File: src/rtl/lgdst_ts_deframer.sv
// Serial MPEG-TS deframer: synchronises ITE9317 serial TS, locks on the 0x47 sync byte, emits byte-wide packets.
// Latency: byte N>=3 valid at S+1 of its last-bit strobe S; header bytes 0..2 burst at S+1..S+3 of byte 2's last strobe.
// Backpressure: none; the output is a pulse stream and downstream must take every pkt_valid.
// Build option: define TS_NULL_DROP_EN to drop PID 0x1FFF null packets from the output.
module lgdst_ts_deframer #(
    parameter int LOCK_GOOD = 3,
    parameter int LOCK_MISS = 3
) (
    input  logic        clk,
    input  logic        resync_n,
    input  logic        ts_clk,
    input  logic        ts_d0,
    input  logic        ts_valid,
    input  logic        ts_sync,
    output logic [7:0]  pkt_data,
    output logic        pkt_valid,
    output logic        pkt_sop,
    output logic        pkt_eop,
    output logic        pkt_abort,
    output logic        lock,
    output logic [7:0]  sync_err_cnt,
    output logic [15:0] pkt_cnt
);

    localparam logic [7:0] SYNC_BYTE   = 8'h47;
    localparam logic [7:0] LAST_BYTE   = 8'd187;
    localparam logic [7:0] LOCK_GOOD_W = 8'(LOCK_GOOD);
    localparam logic [7:0] LOCK_MISS_W = 8'(LOCK_MISS);

    typedef enum logic [1:0] {
        ST_HUNT   = 2'd0,
        ST_VERIFY = 2'd1,
        ST_LOCKED = 2'd2
    } state_t;

    // ------------------------------------------------------------------
    // Input capture
    // ------------------------------------------------------------------
    logic [1:0] clk_s;
    logic [1:0] d_s;
    logic [1:0] v_s;
    logic [1:0] y_s;
    logic       clk_prev;
    logic       strobe;
    logic       bit_d;
    logic       bit_y;

    // Two-stage synchronisers on every TS pin plus the ts_clk edge register.
    always_ff @(posedge clk) begin
        if (!resync_n) begin
            clk_s    <= 2'b00;
            d_s      <= 2'b00;
            v_s      <= 2'b00;
            y_s      <= 2'b00;
            clk_prev <= 1'b0;
        end else begin
            clk_s    <= {clk_s[0], ts_clk};
            d_s      <= {d_s[0], ts_d0};
            v_s      <= {v_s[0], ts_valid};
            y_s      <= {y_s[0], ts_sync};
            clk_prev <= clk_s[1];
        end
    end

    // A bit is taken on a synchronised ts_clk rise only while ts_valid is high;
    // ts_sync rides with the same qualifier, so sync on an invalid bit is ignored.
    assign strobe = clk_s[1] & ~clk_prev & v_s[1];
    assign bit_d  = d_s[1];
    assign bit_y  = y_s[1];

    // ------------------------------------------------------------------
    // Bit / byte counters and byte assembly
    // ------------------------------------------------------------------
    logic [2:0] bit_cnt;
    logic [7:0] byte_cnt;
    logic [2:0] eff_bit;
    logic [7:0] eff_byte;
    logic [7:0] shift_reg;
    logic       start_sync;
    logic       done_q;
    logic [7:0] done_byte;
    logic [7:0] done_idx;
    logic       done_sync;
    logic       realign_q;

    // A sync-marked bit restarts the packet at bit 0 of byte 0.
    always_comb begin
        eff_bit  = bit_y ? 3'd0 : bit_cnt;
        eff_byte = bit_y ? 8'd0 : byte_cnt;
    end

    // Shift bits MSB first, publish each completed byte for one cycle,
    // and flag a sync that lands anywhere other than the expected packet start.
    always_ff @(posedge clk) begin
        if (!resync_n) begin
            bit_cnt    <= 3'd0;
            byte_cnt   <= 8'd0;
            shift_reg  <= 8'h00;
            start_sync <= 1'b0;
            done_q     <= 1'b0;
            done_byte  <= 8'h00;
            done_idx   <= 8'd0;
            done_sync  <= 1'b0;
            realign_q  <= 1'b0;
        end else begin
            done_q    <= 1'b0;
            realign_q <= 1'b0;
            if (strobe) begin
                shift_reg <= {shift_reg[6:0], bit_d};
                realign_q <= bit_y && ((bit_cnt != 3'd0) || (byte_cnt != 8'd0));
                if (eff_bit == 3'd0) begin
                    start_sync <= bit_y;
                end
                if (eff_bit == 3'd7) begin
                    bit_cnt   <= 3'd0;
                    byte_cnt  <= (eff_byte == LAST_BYTE) ? 8'd0 : eff_byte + 8'd1;
                    done_q    <= 1'b1;
                    done_byte <= {shift_reg[6:0], bit_d};
                    done_idx  <= eff_byte;
                    done_sync <= start_sync;
                end else begin
                    bit_cnt  <= eff_bit + 3'd1;
                    byte_cnt <= eff_byte;
                end
            end
        end
    end

    // ------------------------------------------------------------------
    // Lock state machine, evaluated when byte 0 completes
    // ------------------------------------------------------------------
    state_t     state;
    state_t     state_nxt;
    logic [7:0] good_cnt;
    logic [7:0] good_nxt;
    logic [7:0] miss_cnt;
    logic [7:0] miss_nxt;
    logic       eval;
    logic       sync_ok;
    logic       accept;
    logic       sync_bad;

    assign eval    = done_q && (done_idx == 8'd0);
    assign sync_ok = (done_byte == SYNC_BYTE);

    // State register for the lock tracker.
    always_ff @(posedge clk) begin
        if (!resync_n) begin
            state    <= ST_HUNT;
            good_cnt <= 8'd0;
            miss_cnt <= 8'd0;
        end else begin
            state    <= state_nxt;
            good_cnt <= good_nxt;
            miss_cnt <= miss_nxt;
        end
    end

    // Next-state: HUNT needs a sync-started 0x47, VERIFY counts good syncs,
    // LOCKED counts misses and decides whether this packet may be emitted.
    always_comb begin
        state_nxt = state;
        good_nxt  = good_cnt;
        miss_nxt  = miss_cnt;
        accept    = 1'b0;
        sync_bad  = 1'b0;
        if (eval) begin
            case (state)
                ST_HUNT: begin
                    if (sync_ok && done_sync) begin
                        good_nxt  = 8'd1;
                        miss_nxt  = 8'd0;
                        state_nxt = (LOCK_GOOD_W <= 8'd1) ? ST_LOCKED : ST_VERIFY;
                    end
                end
                ST_VERIFY: begin
                    if (sync_ok) begin
                        good_nxt = good_cnt + 8'd1;
                        if (good_cnt + 8'd1 >= LOCK_GOOD_W) begin
                            state_nxt = ST_LOCKED;
                            miss_nxt  = 8'd0;
                        end
                    end else begin
                        good_nxt  = 8'd0;
                        state_nxt = ST_HUNT;
                    end
                end
                ST_LOCKED: begin
                    if (sync_ok) begin
                        miss_nxt = 8'd0;
                        accept   = 1'b1;
                    end else begin
                        sync_bad = 1'b1;
                        miss_nxt = miss_cnt + 8'd1;
                        if (miss_cnt + 8'd1 >= LOCK_MISS_W) begin
                            state_nxt = ST_HUNT;
                            good_nxt  = 8'd0;
                            miss_nxt  = 8'd0;
                        end
                    end
                end
                default: begin
                    state_nxt = ST_HUNT;
                    good_nxt  = 8'd0;
                    miss_nxt  = 8'd0;
                end
            endcase
        end
    end

    assign lock = (state == ST_LOCKED);

    // ------------------------------------------------------------------
    // Packet emission
    // ------------------------------------------------------------------
    logic       pkt_active;   // packet accepted at byte 0, still owed output
    logic       pkt_open;     // sop already emitted, eop/abort still owed
    logic [7:0] hdr0;
    logic [7:0] hdr1;
    logic [7:0] hdr2;
    logic [1:0] burst_left;
    logic       is_null;

`ifdef TS_NULL_DROP_EN
    assign is_null = ({hdr1[4:0], done_byte} == 13'h1FFF);
`else
    assign is_null = 1'b0;
`endif

    // Hold the 3-byte header until the PID is known, then burst it out;
    // stream bytes 3..187 as they complete; abort an open packet on realign.
    always_ff @(posedge clk) begin
        if (!resync_n) begin
            pkt_data     <= 8'h00;
            pkt_valid    <= 1'b0;
            pkt_sop      <= 1'b0;
            pkt_eop      <= 1'b0;
            pkt_abort    <= 1'b0;
            sync_err_cnt <= 8'd0;
            pkt_cnt      <= 16'd0;
            pkt_active   <= 1'b0;
            pkt_open     <= 1'b0;
            hdr0         <= 8'h00;
            hdr1         <= 8'h00;
            hdr2         <= 8'h00;
            burst_left   <= 2'd0;
        end else begin
            pkt_valid <= 1'b0;
            pkt_sop   <= 1'b0;
            pkt_eop   <= 1'b0;
            pkt_abort <= 1'b0;

            if (sync_bad && (sync_err_cnt != 8'hFF)) begin
                sync_err_cnt <= sync_err_cnt + 8'd1;
            end

            if (burst_left == 2'd2) begin
                pkt_valid  <= 1'b1;
                pkt_data   <= hdr1;
                burst_left <= 2'd1;
            end else if (burst_left == 2'd1) begin
                pkt_valid  <= 1'b1;
                pkt_data   <= hdr2;
                burst_left <= 2'd0;
            end

            if (realign_q) begin
                // A new packet starts here; whatever was in flight is abandoned.
                pkt_active <= 1'b0;
                if (pkt_open) begin
                    pkt_abort <= 1'b1;
                    pkt_open  <= 1'b0;
                end
            end else if (done_q) begin
                if (done_idx == 8'd0) begin
                    hdr0       <= done_byte;
                    pkt_active <= accept;
                end else if (done_idx == 8'd1) begin
                    hdr1 <= done_byte;
                end else if (done_idx == 8'd2) begin
                    hdr2 <= done_byte;
                    if (pkt_active && !is_null) begin
                        pkt_valid  <= 1'b1;
                        pkt_sop    <= 1'b1;
                        pkt_data   <= hdr0;
                        burst_left <= 2'd2;
                        pkt_open   <= 1'b1;
                    end else begin
                        pkt_active <= 1'b0;
                    end
                end else if (pkt_active) begin
                    pkt_valid <= 1'b1;
                    pkt_data  <= done_byte;
                    if (done_idx == LAST_BYTE) begin
                        pkt_eop    <= 1'b1;
                        pkt_cnt    <= pkt_cnt + 16'd1;
                        pkt_active <= 1'b0;
                        pkt_open   <= 1'b0;
                    end
                end
            end
        end
    end

endmodule

File: config.mk
export PLATFORM = sky130hd
export DESIGN_NAME = lgdst_ts_deframer
export DESIGN_NICKNAME = d
export VERILOG_FILES = /design/src/rtl/lgdst_ts_deframer.sv
export SDC_FILE = /design/constraint.sdc
export NUM_CORES = 1
export LEC_CHECK = 0
export CORE_ASPECT_RATIO = 0.75
export CORE_MARGIN = 2
export CORE_UTILIZATION = 40
export CTS_BUF_LIST = sky130_fd_sc_hd__clkbuf_8
export CTS_CLUSTER_SIZE = 25
export DETAILED_ROUTE_END_ITERATION = 10
export PLACE_DENSITY = 0.68
export SETUP_SLACK_MARGIN = 0.2
export SYNTH_ARGS = -nofsm -noshare
export SYNTH_HDL_FRONTEND = slang
export SYNTH_SLANG_ARGS = --single-unit
export TNS_END_PERCENT = 10
File: constraint.sdc
create_clock -name clk -period 4.6 [get_ports clk]
set_input_delay 0.92 -clock clk [delete_from_list [all_inputs] [get_ports clk]]
set_output_delay 0.92 -clock clk [all_outputs]
set_load 0.01 [all_outputs]
==> load_flow_metrics.sql <==
INSERT INTO impl_metrics (metric_group, metric, value, unit) VALUES
('route', 'drt_pre_antenna_iters', '5', ''),
('logic_synthesis', 'synth_compound_gate_area_share', '15.8', '%'),
('logic_synthesis', 'post_synth_fa_ha_maj_area_fraction', '2.76', '%'),
('floorplan', 'floorplan.die_area', '0.0157', 'sq mm'),
('worst_setup_path', 'regToRegSetupSlack', '1.80', 'ns'),
('grt', 'antenna_found_initial', '0', ''),
('hold_path', 'worst_hold_startpoint', 'v_s[0]', ''),
('clocking', 'clock_tree.htree_level_count', '4', ''),
('clocking', 'cts_hold_buffers', '0', ''),
('sta', 'clock_skew', '0.0164', 'ns'),
('clocking', 'worst_skew_pair.late_latency', '0.43', 'ns'),
('placement', 'gpl.final_weighted_congestion', '0.838', ''),
('grt', 'final_global_route_overflow_total', '0', ''),
('hold_path', 'whs_endpoint', 'v_s[1]', ''),
('route', 'wirelength_met1', '6880', 'um'),
('logic_synthesis', 'syn_area_per_cell', '8.52', 'sq um'),
('worst_setup_path', 'critPathArrivalTime', '3.10', 'ns'),
('route', 'drcViolationCount', '0', ''),
('status', 'outcome', 'finished, final reports clean', ''),
('worst_setup_path', 'required_time_of_the_worst_setup_path', '4.90', 'ns'),
('worst_setup_path', 'critical_path_end_type', 'register', ''),
('worst_setup_path', 'rr_startpoint', 'done_idx[3]', ''),
('cells_and_area', 'layout.area.seq', '0.00258', 'sq mm'),
('floorplan', 'io-pin-count', '43', ''),
('sta', 'rsz0062_at_grt', 'false', ''),
('logic_synthesis', 'syn-instance-count', '692', ''),
('route', 'mean_routed_wirelength_per_cell', '14.6', 'um'),
('sta', 'timing.slew.headroom', '35.1', '%'),
('floorplan', 'area_of_the_core_region', '0.0145', 'sq mm'),
('power_and_ir_drop', 'report.power.total', '2.24', 'mW'),
('worst_setup_path', 'timing.critical_path.from', 'done_idx[3]', ''),
('cells_and_area', 'final_layout_size_suffix_gt1_share', '6.88', '%'),
('sta', 'final_max_slew_viol_count', '0', ''),
('clocking', 'tritoncts_clock_tree', 'done', ''),
('sta', 'tightest_slew', '0.974', 'ns'),
('sta', 'finalCritPeriodShare', '60.9', '%'),
('grt', 'first_global_vias', '4912', ''),
('logic_synthesis', 'synth_mux_area_share', '6.45', '%'),
('cells_and_area', 'registers.top_by_ff_count', 'pkt_cnt', ''),
('floorplan', 'initial_util', '40.8', '%'),
('route', 'met3RoutedLength', '564', 'um'),
('logic_synthesis', 'yosys_warnings', '0', ''),
('sta', 'fin_setup_tns', '0', 'ns'),
('grt', 'overall_global_routing_usage', '18.6', '%'),
('cells_and_area', 'design.final.nets', '735', ''),
('floorplan', 'floorplan.die.width', '144', 'um'),
('clocking', 'path_clk_slew', '0.07', 'ns'),
('cells_and_area', 'filler_cell_count', '1366', ''),
('logic_synthesis', 'synth_xor_area_share', '1.93', '%'),
('worst_setup_path', 'worstSetupStartpointType', 'register', ''),
('route', 'detailroute.wirelength.met2', '5940', 'um'),
('power_and_ir_drop', 'leakage', '2.34', 'nW'),
('route', 'vias', '5053', ''),
('clocking', 'post-cts-setup-buffers', '0', ''),
('sta', 'finalSetupViolCount', '0', ''),
('worst_setup_path', 'worst-setup-path-type', 'register to register', ''),
('worst_setup_path', 'timing.reg2reg.worst_path_depth', '5', ''),
('cells_and_area', 'area.growth.synth_to_final', '16.7', '%'),
('placement', 'detailed_place.area', '0.00643', 'sq mm'),
('logic_synthesis', 'yosysSeqAreaShare', '43.8', '%'),
('cells_and_area', 'antenna_cells_inserted', '0', ''),
('logic_synthesis', 'synthFlopType', 'dfxtp_1', ''),
('logic_synthesis', 'synth.lib_cells_used.distinct', '61', ''),
('power_and_ir_drop', 'power.density_cell_area', '326', 'mW/mm^2'),
('sta', 'hold_violations', '0', ''),
('sta', 'post-route-min-period', '2.80', 'ns'),
('cells_and_area', 'multi_input_area', '0.00307', 'sq mm'),
('cells_and_area', 'largest_reg_flops', '16', ''),
('route', 'antenna_violating_nets_post_route', '0', ''),
('floorplan', 'num_rows', '38', ''),
('logic_synthesis', 'register_bit_total_from_synthesis', '129', '');
metrics by stage:
stage | cells | utilization (%) | setup slack [ns]
final | 927 | 47.6 | 1.80
after global routing | 927 | 47.6 | 1.65
after CTS | 927 | 47.6 | 1.81
after detailed placement | 897 | 44.5 | 1.44
after global placement | 897 | 44.5 | 1.48
after floorplan | 692 | - | 2.42
worst max-delay path by stage:
stage / slack [ns] / cells after the start / endpoint
floorplan: 2.42 / 6 / hdr2[0]
global placement: 1.48 / 6 / good_cnt[2]
detailed placement: 1.44 / 6 / good_cnt[2]
CTS: 1.81 / 5 / hdr2[6]
global route: 1.65 / 5 / hdr2[2]
finish: 1.80 / 5 / hdr2[7]
per-layer routing:
layer  track usage, %  vias to the layer above
met4             6.87                        0
met5                0                        -
met2             27.5                      119
li1                 -                     2512
met1             26.2                     2406
met3             4.52                       16
logic make-up (layout without fill, tap and decap cells):
logic type                 count (synthesis)  in the layout
buffers and inverters                     61             96
xor gates and xnor gates                  13             13
DFF                                      129            129
adders and majority gates                 13             13
and+or+nand+nor                          289            289
AOI/OAI and AO/OA                        149            149
muxes                                     38             38
layout make-up:
| cell class | count | area share, % |
|---|---|---|
| Sequential cell | 129 | 37.5 |
| Clock buffer | 21 | 4.20 |
| Tap cell | 200 | 3.64 |
| Timing Repair Buffer | 46 | 6.55 |
| Multi-Input combinational cell | 502 | 44.7 |
| Inverter | 20 | 1.09 |
| Clock inverter | 9 | 2.27 |
critical path, stage by stage (launching register included):
cell	delay [ns]
dfxtp_1	0.32
or4_4	0.58
or4_1	0.74
or3b_1	0.73
mux2i_1	0.25
nor2_1	0.05
Yosys cell counts, types with 17 or more instances:
master | n | share of area [%]
a211oi_1 | 19 | 2.4
a21oi_1 | 55 | 4.7
clkbuf_1 | 33 | 2.1
dfxtp_1 | 129 | 44
inv_1 | 19 | 1.2
mux2i_1 | 38 | 6.5
nand2_1 | 84 | 5.3
nand3_1 | 19 | 1.6
nor2_1 | 65 | 4.1
nor3_1 | 17 | 1.4
o21ai_0 | 32 | 2.7
power breakdown:
group	total (mW)	internal (mW)	switching, mW
combinational	0.0322	0.00986	0.0224
clock	1.08	0.643	0.441
sequential	1.12	1.12	0.00290
total	2.24	1.77	0.466
Power figures use the tool's default switching activity.
